--- config.mk ---
export PLATFORM = sky130hd
export DESIGN_NAME = reverse_bits
export DESIGN_NICKNAME = d
export VERILOG_FILES = /design/src/rtl/reverse_bits.sv
export SDC_FILE = /design/constraint.sdc
export NUM_CORES = 1
export LEC_CHECK = 0
export BUFFER_PORTS_ARGS = -buffer_cell sky130_fd_sc_hd__clkbuf_2
export CAP_MARGIN = 20
export CELL_PAD_IN_SITES_DETAIL_PLACEMENT = 1
export CELL_PAD_IN_SITES_GLOBAL_PLACEMENT = 2
export CORE_MARGIN = 2
export CORE_UTILIZATION = 31
export DETAILED_ROUTE_END_ITERATION = 16
export PLACE_DENSITY_LB_ADDON = 0.1
export RECOVER_POWER = 100
export SLEW_MARGIN = 20
export SYNTH_ARGS = -nofsm -noshare
export SYNTH_HDL_FRONTEND = slang
export SYNTH_SLANG_ARGS = --single-unit
--- constraint.sdc ---
create_clock -name clk -period 3.35 [get_ports clk]
set_clock_uncertainty 0.1 [all_clocks]
set_input_delay 0.67 -clock clk [delete_from_list [all_inputs] [get_ports clk]]
set_output_delay 0.67 -clock clk [all_outputs]
set_load 0.1 [all_outputs]
--- src/rtl/reverse_bits.sv ---
// reverse_bits: dual-channel word reverser at bit, pair or nibble granularity, with registered copies
//   clk       rising-edge clock
//   rst_n     asynchronous active-low reset (clears registered path only)
//   mode      00 bits, 01 2-bit pairs, 10 nibbles, 11 pass-through
//   in_valid  capture enable for q_reg/w_reg
//   a, b      channel data
//   q, w      combinational transform of a, b
//   q_reg     registered transform of a
//   w_reg     registered transform of b
//   out_valid q_reg/w_reg were captured on the previous edge
module reverse_bits #(
   parameter int WIDTH = 8
) (
   input  logic             clk,
   input  logic             rst_n,
   input  logic [1:0]       mode,
   input  logic             in_valid,
   input  logic [WIDTH-1:0] a,
   input  logic [WIDTH-1:0] b,
   output logic [WIDTH-1:0] q,
   output logic [WIDTH-1:0] w,
   output logic [WIDTH-1:0] q_reg,
   output logic [WIDTH-1:0] w_reg,
   output logic             out_valid
);
   if ((WIDTH < 8) || ((WIDTH & (WIDTH - 1)) != 0)) begin : g_bad_width
      $error("reverse_bits: WIDTH must be a power of two and at least 8");
   end
   // Group k of the result takes group N-1-k of the input; bit order inside a group is kept.
   function automatic logic [WIDTH-1:0] xform(input logic [WIDTH-1:0] x, input logic [1:0] m);
      logic [WIDTH-1:0] r1, r2, r4;
      r1 = '0;
      r2 = '0;
      r4 = '0;
      for (int i = 0; i < WIDTH; i++) r1[WIDTH-1-i] = x[i];
      for (int i = 0; i < WIDTH/2; i++) r2[2*(WIDTH/2-1-i) +: 2] = x[2*i +: 2];
      for (int i = 0; i < WIDTH/4; i++) r4[4*(WIDTH/4-1-i) +: 4] = x[4*i +: 4];
      return m == 2'b00 ? r1 : m == 2'b01 ? r2 : m == 2'b10 ? r4 : x;
   endfunction
   logic [WIDTH-1:0] q_reg_q, q_reg_d, w_reg_q, w_reg_d;
   logic             out_valid_q, out_valid_d;
   assign q = xform(a, mode);
   assign w = xform(b, mode);
   always_comb begin
      q_reg_d     = in_valid ? q : q_reg_q;
      w_reg_d     = in_valid ? w : w_reg_q;
      out_valid_d = in_valid;
   end
   always_ff @(posedge clk or negedge rst_n) begin
      if (!rst_n) begin
         q_reg_q     <= '0;
         w_reg_q     <= '0;
         out_valid_q <= 1'b0;
      end else begin
         q_reg_q     <= q_reg_d;
         w_reg_q     <= w_reg_d;
         out_valid_q <= out_valid_d;
      end
   end
   assign q_reg     = q_reg_q;
   assign w_reg     = w_reg_q;
   assign out_valid = out_valid_q;
endmodule

### After elaboration in Yosys (flattened, before gate mapping)

Index checks and enable logic that the tools add are counted.

| storage, ports and cells | value |
|---|---|
| register bits after elaboration | 17 |
| word-level logic and storage cells | 12 |

| cells by class | value |
|---|---|
| equality and inequality tests | 2 |
| reductions and logical operators | 1 |
| muxes and demuxes | 6 |

Operators by type and width:

| operator | number |
|---|---|
| 8-bit two-way mux | 6 |
| 2-bit by 1-bit == test with 1-bit output, second input constant | 1 |
| 2-bit == test, second input constant | 1 |
| 2-bit logical NOT | 1 |

### Depth between registers and ports, before layout

| depth | value |
|---|---|
| depth after elaboration | 4 |
| depth in mapped cells | 6 |
| depth with buffers taken out | 3 |

### Worst setup path before layout

No wires, ideal clock.

| timing path | value |
|---|---|
| kind | input port to output port |
| start point | in mode[0] |
| end point | out w[0] |
| data required time | 2.580 ns |
| path buffers | 2 |
| slack | 0.859 ns |
| stages on the path | 4 |
| data arrival time | 1.721 ns |
| cell sequence | buf_6 > buf_6 > mux2_2 > mux2_2 |

| on the way | value |
|---|---|
| longest elaborated chain between the ends | 4 |

RTL lines:

| item | line | RTL |
|---|---|---|
| from (decl) | 16 | `input logic [1:0] mode,` |
| 2-bit == test | 38 | `return m == 2'b00 ? r1 : m == 2'b01 ? r2 : m == 2'b10 ? r4 : x;` |
| 8-bit two-way mux (2 in series) | 38 |  |
| 8-bit two-way mux (*) | 38 |  |
| to (decl) | 21 | `output logic [WIDTH-1:0] w,` |

Every way passes the cells marked *; elsewhere a longest branch is shown, timed or not.

### Worst setup path after layout

| timing path | value |
|---|---|
| start point | in mode[0] |
| end point | out q[1] |

| on the way | value |
|---|---|
| longest elaborated chain between the ends | 4 |

RTL lines:

| item | line | RTL |
|---|---|---|
| 2-bit == test | 38 |  |
| 8-bit two-way mux (2 in series) | 38 |  |
| 8-bit two-way mux (*) | 38 |  |
| to (decl) | 20 | `output logic [WIDTH-1:0] q,` |

Marks and branches as above.

==> metrics.log <==
INFO  metric run_status = finished clean
INFO  metric routed-via-count = approximately 1100
INFO  metric hold_class = reg2reg
INFO  metric crit_path_start = mode[0]
INFO  metric crit_type = in2out
INFO  metric clock_tree.htree_level_count = 1
INFO  metric grt.overflow.total = 0
INFO  metric max-slew-margin-rel = about 20%
INFO  metric worstRegToRegCells = 2
INFO  metric fp.dieW = 69.4 µm
INFO  metric grt_setup_unrepaired = no
INFO  metric finalHoldViolCount = 0
INFO  metric timing_max_transition_violations_final = 0
INFO  metric post-cts-setup-buffer-count = 0
INFO  metric endpoint_kind = output pin
INFO  metric io_pins = between 50 and 60
INFO  metric nNetsFinal = between 150 and 200
INFO  metric cts_buffer_depth = 2
INFO  metric dr.pass1.iters = 4
INFO  metric route.final.wire_length = between 3000 and 4000 µm
INFO  metric sinks_on_the_clock_net = 17
INFO  metric required_worst_endpoint = about 2.6 ns
INFO  metric achievable-frequency = 0.356 GHz
INFO  metric yosys.area_share.xor_xnor = 0%
INFO  metric critical_path.reg2reg.startpoint = q_reg[3]
INFO  metric worstMarginPinSlew = roughly 1.2 ns
INFO  metric ys_seq_elements = 17
INFO  metric cp-start-kind = primary input
INFO  metric grt_start_max_net_pins = 33
INFO  metric vias_per_cell = roughly 5.1
INFO  metric largest_family_of_logic_cells_by_synthesized_area = multiplexers
INFO  metric gp_weighted_congestion = 0.825
INFO  metric ir_worst_vdd = about 0.21 mV
INFO  metric flow.area_growth_from_synthesis = 21.7%
INFO  metric worstSetupEndpoint = q[1]
INFO  metric synthSimpleGateAreaFrac = less than 1%
INFO  metric endpoint_of_the_lowest_slack_register_to_register_path = q_reg[3]
INFO  metric post_cts.resized_instances = 0
INFO  metric drcViolationCount = 0
INFO  metric worst_skew_pair.late_latency = 0.25 ns
INFO  metric cp_data_arrival_time = a little over 2 ns
INFO  metric cts_tree = yes
INFO  metric core_area = 4060 µm²
INFO  metric post_route_cells_drive_above_1_share = between 40% and 50%
INFO  metric timing.final.crit_share = 84.0%
INFO  metric total_cell_area_at_the_placement_stage = roughly 1600 µm²
INFO  metric cts_root_cell = sky130_fd_sc_hd__clkbuf_8
INFO  metric syn_area = 1330 µm²
INFO  metric syn-num-nets = between 100 and 150
INFO  metric ys_warn_count = 0
INFO  metric mostFrequentLayoutCell = sky130_fd_sc_hd__mux2_2
INFO  metric grt_first_pass_wirelength = around 6000 µm
INFO  metric tritoncts.num_buffers = 3
INFO  metric holdWs = approximately 0.42 ns
INFO  metric port_buffers = 53
INFO  metric postSynthCellCount = between 100 and 150
INFO  metric synth_adder_area_share = 0%
INFO  metric first_iter_violations = 46
INFO  metric fin_setup_tns = 0 ns
INFO  metric avgRoutedWirePerCell = 16.4 µm
INFO  metric antenna_violations_before_repair = 0
INFO  metric grt_util_all_layers = around 15%
INFO  metric syn_area_per_cell = about 11 µm²
INFO  metric final-setup-viol-count = 0
INFO  metric setup.reg_to_reg.worst_slack = about 2.6 ns
INFO  metric fp.dieArea = around 4800 µm²
INFO  metric design_area = around 1600 µm²
INFO  metric maxCapViolCount = 0
INFO  metric via_count_of_the_first_global_routing_pass = ~1200
INFO  metric crit_fanout = 32
INFO  metric yosysUniqueCellTypes = 14
INFO  metric power.density = around 570 nW/µm²
INFO  metric clk_pin_slew = roughly 0.070 ns
INFO  metric place.detailed.hpwl = ~2700 µm
INFO  metric power.static_leakage = 0.722 nW
INFO  metric layout_common_cells = sky130_fd_sc_hd__mux2_2, sky130_fd_sc_hd__clkbuf_2, sky130_fd_sc_hd__clkbuf_1, sky130_fd_sc_hd__dfrtp_1
INFO  metric die_y = between 60 and 70 µm
INFO  metric floorplan.initialDensity = between 30% and 40%
INFO  metric min_period = 2.81 ns
INFO  metric hold_buffers = 0
INFO  metric antenna_cells = 0
INFO  metric synth_area_in_compound_gates = about 15%
INFO  metric synth.yosys.seq_area_share = about a third
INFO  metric final_antenna_net_count = 0
INFO  metric num_rows = 23
INFO  metric synth_mux_area_share = between 40 and 50%
## cells by family after synthesis
kind of cell,after synthesis
simple gates,2
flops,17
mux,48
buf+inv,27
compound gates,32
## worst max-delay path: stages
cell and delay (ns):
sky130_fd_sc_hd__clkbuf_1 0.13, sky130_fd_sc_hd__buf_12 0.21, sky130_fd_sc_hd__mux2_2 0.37, sky130_fd_sc_hd__mux2_2 0.27
sky130_fd_sc_hd__clkbuf_2 0.37
## layer usage
| layer | wire length [µm] | track usage, % | vias to the layer above | part of all wire [%] |
|---|---|---|---|---|
| met4 | 35 | 3.92 | 0 | 0.96 |
| met2 | 1810 | 26.2 | 39 | 49 |
| met3 | 204 | 4.22 | 4 | 5.6 |
| met1 | 1600 | 19.4 | 553 | 44 |
| met5 | 0 | 0 | - | 0 |
| li1 | - | - | 543 | - |
## power breakdown
group / total (W) / switching (W) / internal, W
Sequential: 0.000242 / 0.0000116 / 0.000230
Clock: 0.000157 / 0.0000748 / 0.0000826
Combinational: 0.000517 / 0.000426 / 0.0000905
Total: 0.000916 / 0.000513 / 0.000403
## cell type report
cell class	instances	area [µm²]
timing repair buffer	54	260
tap	50	62.6
inverter	16	60.1
clock inverter	1	5.00
multi-input combinational	82	761
sequential	17	425
fill	488	2440
clock buffer	3	41.3
## through the flow
stage                     std cells  setup slack [ns]  power, W  util, %
after floorplan                 126             0.859  0.000694        -
after global placement          219             0.598  0.000773     39.3
after detailed placement        219             0.583  0.000779     39.3
after CTS                       223             0.571  0.000936     40.4
after global routing            223             0.488  0.000958     39.8
final                           223             0.538  0.000916     39.8
## worst min-delay path by stage
stage | startpoint | endpoint | slack (ns) | cells past startpoint
after floorplan | rst_n | out_valid | 0.27 | 0
after global placement | w_reg[7] | w_reg[7] | 0.40 | 2
after detailed placement | w_reg[0] | w_reg[0] | 0.41 | 2
after CTS | rst_n | q_reg[5] | 0.27 | 1
after global routing | w_reg[6] | w_reg[6] | 0.45 | 2
final | w_reg[2] | w_reg[2] | 0.42 | 2
## synthesized netlist by cell type, drive strengths merged
| library cell | number | area (µm²) |
|---|---|---|
| mux2 | 48 | 548 |
| a22oi | 16 | 120 |
| inv | 16 | 60.1 |
| and2 | 1 | 6.26 |
| dfrtp | 17 | 425 |
| buf | 9 | 72.6 |
| clkbuf | 2 | 8.75 |
| nor2b | 1 | 6.26 |
| o21ai | 16 | 80.1 |
Note: power is estimated with default switching activity, not from simulation.
